==> config.mk <==
export PLATFORM = sky130hd
export DESIGN_NAME = fp_sign_arbiter
export DESIGN_NICKNAME = d
export VERILOG_FILES = /design/src/rtl/fp_sign_arbiter.sv
export SDC_FILE = /design/constraint.sdc
export NUM_CORES = 1
export LEC_CHECK = 0
export ABC_AREA = 0
export ABC_CLOCK_PERIOD_IN_PS = 2800
export CORE_ASPECT_RATIO = 1.1
export CORE_MARGIN = 5
export CORE_UTILIZATION = 41
export CTS_CLUSTER_DIAMETER = 150
export DETAILED_ROUTE_END_ITERATION = 16
export MAX_ROUTING_LAYER = met4
export PLACE_DENSITY = 0.81
export SYNTH_ARGS = -nofsm -noshare
export SYNTH_HDL_FRONTEND = slang
export SYNTH_SLANG_ARGS = --single-unit
==> constraint.sdc <==
create_clock -name clk -period 2.8 [get_ports clk]
set_clock_uncertainty 0.2 [all_clocks]
set_input_delay 0.56 -clock clk [delete_from_list [all_inputs] [get_ports clk]]
set_output_delay 0.56 -clock clk [all_outputs]
set_load 0.02 [all_outputs]
==> src/rtl/fp_sign_arbiter.sv <==
// Round-robin arbiter feeding a two-stage pipeline that rewrites the sign bit of
// half- or single-precision operands (pass / abs / neg / nabs).
module fp_sign_arbiter #(
   parameter int    BITS      = 16,
   parameter string PRECISION = "HALF",
   parameter int    NREQ      = 4,
   localparam int   IDW       = $clog2(NREQ)
) (
   input  logic                 clk,
   input  logic                 rst,
   input  logic [NREQ-1:0]      req_valid,
   input  logic [2*NREQ-1:0]    req_op,
   input  logic [BITS*NREQ-1:0] req_data,
   output logic [NREQ-1:0]      req_ready,
   output logic                 out_valid,
   input  logic                 out_ready,
   output logic [BITS-1:0]      out_data,
   output logic [IDW-1:0]       out_id,
   output logic [1:0]           in_flight
);

   localparam int SIGN = BITS - 1;

   if (!((PRECISION == "HALF" && BITS == 16) || (PRECISION == "SINGLE" && BITS == 32))) begin : gBadFormat
      $error("fp_sign_arbiter: PRECISION must be HALF with BITS=16 or SINGLE with BITS=32");
   end
   if (NREQ < 2 || NREQ > 8) begin : gBadNreq
      $error("fp_sign_arbiter: NREQ must be in 2..8");
   end

   logic             s1Valid_q, s1Valid_d;
   logic [BITS-1:0]  s1Data_q, s1Data_d;
   logic [1:0]       s1Op_q, s1Op_d;
   logic [IDW-1:0]   s1Id_q, s1Id_d;
   logic             s2Valid_q, s2Valid_d;
   logic [BITS-1:0]  s2Data_q, s2Data_d;
   logic [IDW-1:0]   s2Id_q, s2Id_d;
   logic [IDW-1:0]   lastGrant_q, lastGrant_d;
   logic [1:0]       inFlight_q, inFlight_d;

   logic [BITS-1:0]  reqDataArr [NREQ];
   logic [1:0]       reqOpArr [NREQ];
   logic             winnerValid;
   logic [IDW-1:0]   winnerId;
   logic             outFire;
   logic             advance;
   logic             s1Accept;
   logic             transfer;

   for (genvar g = 0; g < NREQ; g++) begin : gUnpack
      assign reqDataArr[g] = req_data[BITS*g +: BITS];
      assign reqOpArr[g]   = req_op[2*g +: 2];
   end

   // Only the sign bit is touched, so NaN/Inf/zero/subnormal need no special handling.
   function automatic logic [BITS-1:0] applyOp(input logic [BITS-1:0] d, input logic [1:0] op);
      logic [BITS-1:0] r;
      r = d;
      case (op)
         2'b01:   r[SIGN] = 1'b0;
         2'b10:   r[SIGN] = ~d[SIGN];
         2'b11:   r[SIGN] = 1'b1;
         default: r = d;
      endcase
      return r;
   endfunction

   assign outFire  = s2Valid_q & out_ready;
   assign advance  = s1Valid_q & (~s2Valid_q | outFire);
   assign s1Accept = ~s1Valid_q | advance;
   assign transfer = |(req_valid & req_ready);

   // Search starts one past the last grant and wraps, giving round-robin fairness.
   always_comb begin
      int sum;
      logic [IDW-1:0] cand;
      winnerValid = 1'b0;
      winnerId    = '0;
      sum         = 0;
      cand        = '0;
      for (int off = 1; off <= NREQ; off++) begin
         sum = int'(lastGrant_q) + off;
         if (sum >= NREQ) begin
            sum = sum - NREQ;
         end
         cand = IDW'(sum);
         if (!winnerValid && req_valid[cand]) begin
            winnerValid = 1'b1;
            winnerId    = cand;
         end
      end
   end

   always_comb begin
      req_ready = '0;
      if (!rst && winnerValid && s1Accept) begin
         req_ready[winnerId] = 1'b1;
      end
   end

   always_comb begin
      s1Valid_d   = s1Valid_q;
      s1Data_d    = s1Data_q;
      s1Op_d      = s1Op_q;
      s1Id_d      = s1Id_q;
      s2Valid_d   = s2Valid_q;
      s2Data_d    = s2Data_q;
      s2Id_d      = s2Id_q;
      lastGrant_d = lastGrant_q;
      inFlight_d  = inFlight_q;

      if (advance) begin
         s2Valid_d = 1'b1;
         s2Data_d  = applyOp(s1Data_q, s1Op_q);
         s2Id_d    = s1Id_q;
      end else if (outFire) begin
         s2Valid_d = 1'b0;
      end

      if (transfer) begin
         s1Valid_d   = 1'b1;
         s1Data_d    = reqDataArr[winnerId];
         s1Op_d      = reqOpArr[winnerId];
         s1Id_d      = winnerId;
         lastGrant_d = winnerId;
      end else if (advance) begin
         s1Valid_d = 1'b0;
      end

      case ({transfer, outFire})
         2'b10:   inFlight_d = inFlight_q + 2'd1;
         2'b01:   inFlight_d = inFlight_q - 2'd1;
         default: inFlight_d = inFlight_q;
      endcase
   end

   always_ff @(posedge clk) begin
      if (rst) begin
         s1Valid_q   <= 1'b0;
         s1Data_q    <= '0;
         s1Op_q      <= '0;
         s1Id_q      <= '0;
         s2Valid_q   <= 1'b0;
         s2Data_q    <= '0;
         s2Id_q      <= '0;
         lastGrant_q <= IDW'(NREQ - 1);
         inFlight_q  <= '0;
      end else begin
         s1Valid_q   <= s1Valid_d;
         s1Data_q    <= s1Data_d;
         s1Op_q      <= s1Op_d;
         s1Id_q      <= s1Id_d;
         s2Valid_q   <= s2Valid_d;
         s2Data_q    <= s2Data_d;
         s2Id_q      <= s2Id_d;
         lastGrant_q <= lastGrant_d;
         inFlight_q  <= inFlight_d;
      end
   end

   assign out_valid = s2Valid_q;
   assign out_data  = s2Data_q;
   assign out_id    = s2Id_q;
   assign in_flight = inFlight_q;

endmodule

==> flow_metrics.tcl, run 1 <==
set metrics [dict create \
    status "finished, final reports clean" \
    core.rowCount 27 \
    startpoint_type "input port" \
    critPathMaxStageDelay_ns 0.45 \
    numPortBuffers 103 \
    crit_path_end_kind "output pin" \
    antenna-diode-count 0 \
    layout_commonest_cell "clkdlybuf4s50_1" \
    die_x_um 79.1 \
    grt_use_total 0.207 \
    drcViolationCount 0 \
    wl_met2_mm 3.50 \
    start_util 0.427 \
    synth_edf_count 0 \
    dp.cells 405 \
    gp_congestion 0.876 \
    cp_cell_sequence "clkdlybuf4s50_1, or2_2, o21ai_0, a32o_1, nor2b_1, buf_2" \
    synthArstFlopShare 0 \
    fin_crit_sh 0.964 \
    cts.sinks 44 \
    hp-class "reg2reg" \
    power.total_mw 1.73 \
    cts_root_buffer "clkbuf_8" \
    yosysUniqueCellTypes 34 \
    avgRoutedWirePerCell_um 16.7 \
    synth_nets 327 \
    worst_pin_slew_ns 0.563 \
    yosysWarnings 0 \
    clk_latency_ns 0.29 \
    postPlaceCellArea_um2 3280 \
    via_per_inst 5.54 \
    die_area_um2 6800 \
    antenna_found_initial 0 \
    worstPathMaxFanout 3 \
    wl_met3_um 426 \
    wl_met1_mm 2.81 \
    area_growth_pct 57.6 \
    critPathKind "in2out" \
    final_core_util 0.674 \
    drv_slew 0 \
    max_cap_viol_count 0 \
    cp.required_ns 2.04 \
    synth_area_per_cell_um2 8.71 \
    tritoncts "yes" \
    h-tree-depth 2 \
    ys_seq_area_frac 0.410 \
    crit_arrival_ns 1.94 \
    clk_pin_slew_ns 0.08 \
    ant_nets 0 \
    fmax_mhz 370 \
    drt-pass1-iter-count 4 \
    grt_pass1_vias 2255 \
    hold_violations 0 \
    highest_layer "met4" \
    rsz0062_at_grt "no" \
    wl_mm 6.88 \
    drtIter0Drc 122 \
    grt-ovfl-total 0 \
    grt_max_degree 45 \
    cts.path.max_buffers 2 \
    layout_common_cells "clkdlybuf4s50_1, dfxtp_1, nand2_1" \
    dp_hpwl_mm 5.15 \
    io_pins 104 \
    yosys_register_bits 44 \
    cts_setup_buffers 0 \
    setup_violations 0 \
    fp.dieH_um 86.0 \
    max-vdd-ir-drop_mv 0.237 \
    slew_headroom 0.624 \
    final_area_um2 3390 \
    leakage_nw 1.28 \
    synth_ff_type "dfxtp_1" \
    drive_above_1_share 0.124 \
    cts_made_buffers 5 \
    final_nets 434 \
    holdWs_ns 0.253 \
    slowest_stage "clkdlybuf4s50_1" \
    fin_cells 413 \
    post-route-min-period_ns 2.70 \
    syn-cell-area_um2 2150 \
    setup_tns_ns 0 \
    setup_slack_ns 0.0996 \
    core-area_um2 5030 \
    p_per_area_nw_per_um2 510 \
    grt_pass1_wl_mm 10.8 \
    netlist_instances 247 \
    dp_slack_ns -0.415 \
    vias 2288 \
]
==> synthesized netlist by cell type (2+ instances only) <==
library cell,number,share of area
dfxtp_1,44,0.41
nand2_1,38,0.066
nor2_1,27,0.047
a21oi_1,23,0.054
a211oi_1,19,0.066
a22oi_1,18,0.063
a221oi_1,9,0.037
a221oi_2,9,0.063
clkbuf_1,8,0.014
nor2b_1,8,0.023
buf_2,7,0.016
buf_6,4,0.021
nand2b_1,3,0.0087
nor3_1,3,0.0070
o21ai_0,3,0.0070
o21bai_1,3,0.010
a32o_1,2,0.0093
and2_1,2,0.0058
xnor2_1,2,0.0081
==> logic make-up after synthesis <==
kind of cell	count (synthesis)	synth area share
compound gates	91	0.335
simple gates	85	0.175
flops	44	0.410
buf+inv	22	0.0582
xor+xnor	3	0.0122
mux	1	0.00465
fa+ha+maj	1	0.00582
==> layer usage <==
metal  GRT usage  up-vias
li1            -     1123
met2       0.360       82
met5           -        -
met1       0.236     1069
met3      0.0399       14
met4      0.0719        0
==> repair_timing <==
action	in CTS	in global routing
pin swaps	1	1
setup endpoints to repair	4	3
hold buffers	0	0
resized for setup	18	3
==> critical path: cells and delay by family <==
| family | cells | cell delay, ns |
|---|---|---|
| AOI/OAI and AO/OA | 2 | 0.29 |
| buffers and inverters | 2 | 0.63 |
| and+or+nand+nor | 2 | 0.46 |
==> state kept, by name, summed over array words and instances (netlist names) <==
| name | count |
|---|---|
| s1Data_q | 16 |
| s1Op_q | 2 |
| out_id | 2 |
| out_valid | 1 |
| out_data | 16 |
| s1Id_q | 2 |
| in_flight | 2 |
| lastGrant_q | 2 |
| s1Valid_q | 1 |
==> power by group <==
group          switching [mW]  internal (mW)  leakage, nW
logic                   0.226          0.259        0.860
clock network           0.218          0.292       0.0614
registers              0.0450          0.688        0.363
==> worst paths after layout <==
| check | start | to | slack (ns) | depth (start not counted) |
|---|---|---|---|---|
| setup / recovery | req_valid[0] | req_ready[3] | 0.1 | 6 |
| hold / removal | s1Id_q[0]$_SDFFE_PP0P_ | out_id[0]$_SDFFE_PP0P_ | 0.25 | 2 |
| setup reg to reg | out_valid$_SDFFE_PP0P_ | in_flight[1]$_SDFFE_PP0P_ | 0.63 | 7 |
| hold reg to reg | s1Id_q[0]$_SDFFE_PP0P_ | out_id[0]$_SDFFE_PP0P_ | 0.25 | 2 |
==> area by class of cell <==
| cell class | instances | area [um2] |
|---|---|---|
| Fill cell | 433 | 1640 |
| Multi-Input combinational cell | 181 | 1160 |
| Timing Repair Buffer | 121 | 1150 |
| Sequential cell | 44 | 881 |
| Clock buffer | 6 | 82.6 |
| Tap cell | 58 | 72.6 |
| Clock inverter | 2 | 38.8 |
| Inverter | 1 | 3.75 |
Note: power is estimated with default switching activity, not from simulation.
==> run 2: changes to the inputs <==
--- a/config.mk
+++ b/config.mk
@@ -17,3 +17,4 @@
 export SYNTH_ARGS = -nofsm -noshare
 export SYNTH_HDL_FRONTEND = slang
 export SYNTH_SLANG_ARGS = --single-unit
+export TNS_END_PERCENT = 1
==> results of run 2 <==
Same layout as run 1: the final DEF is identical, and so are final timing and power.
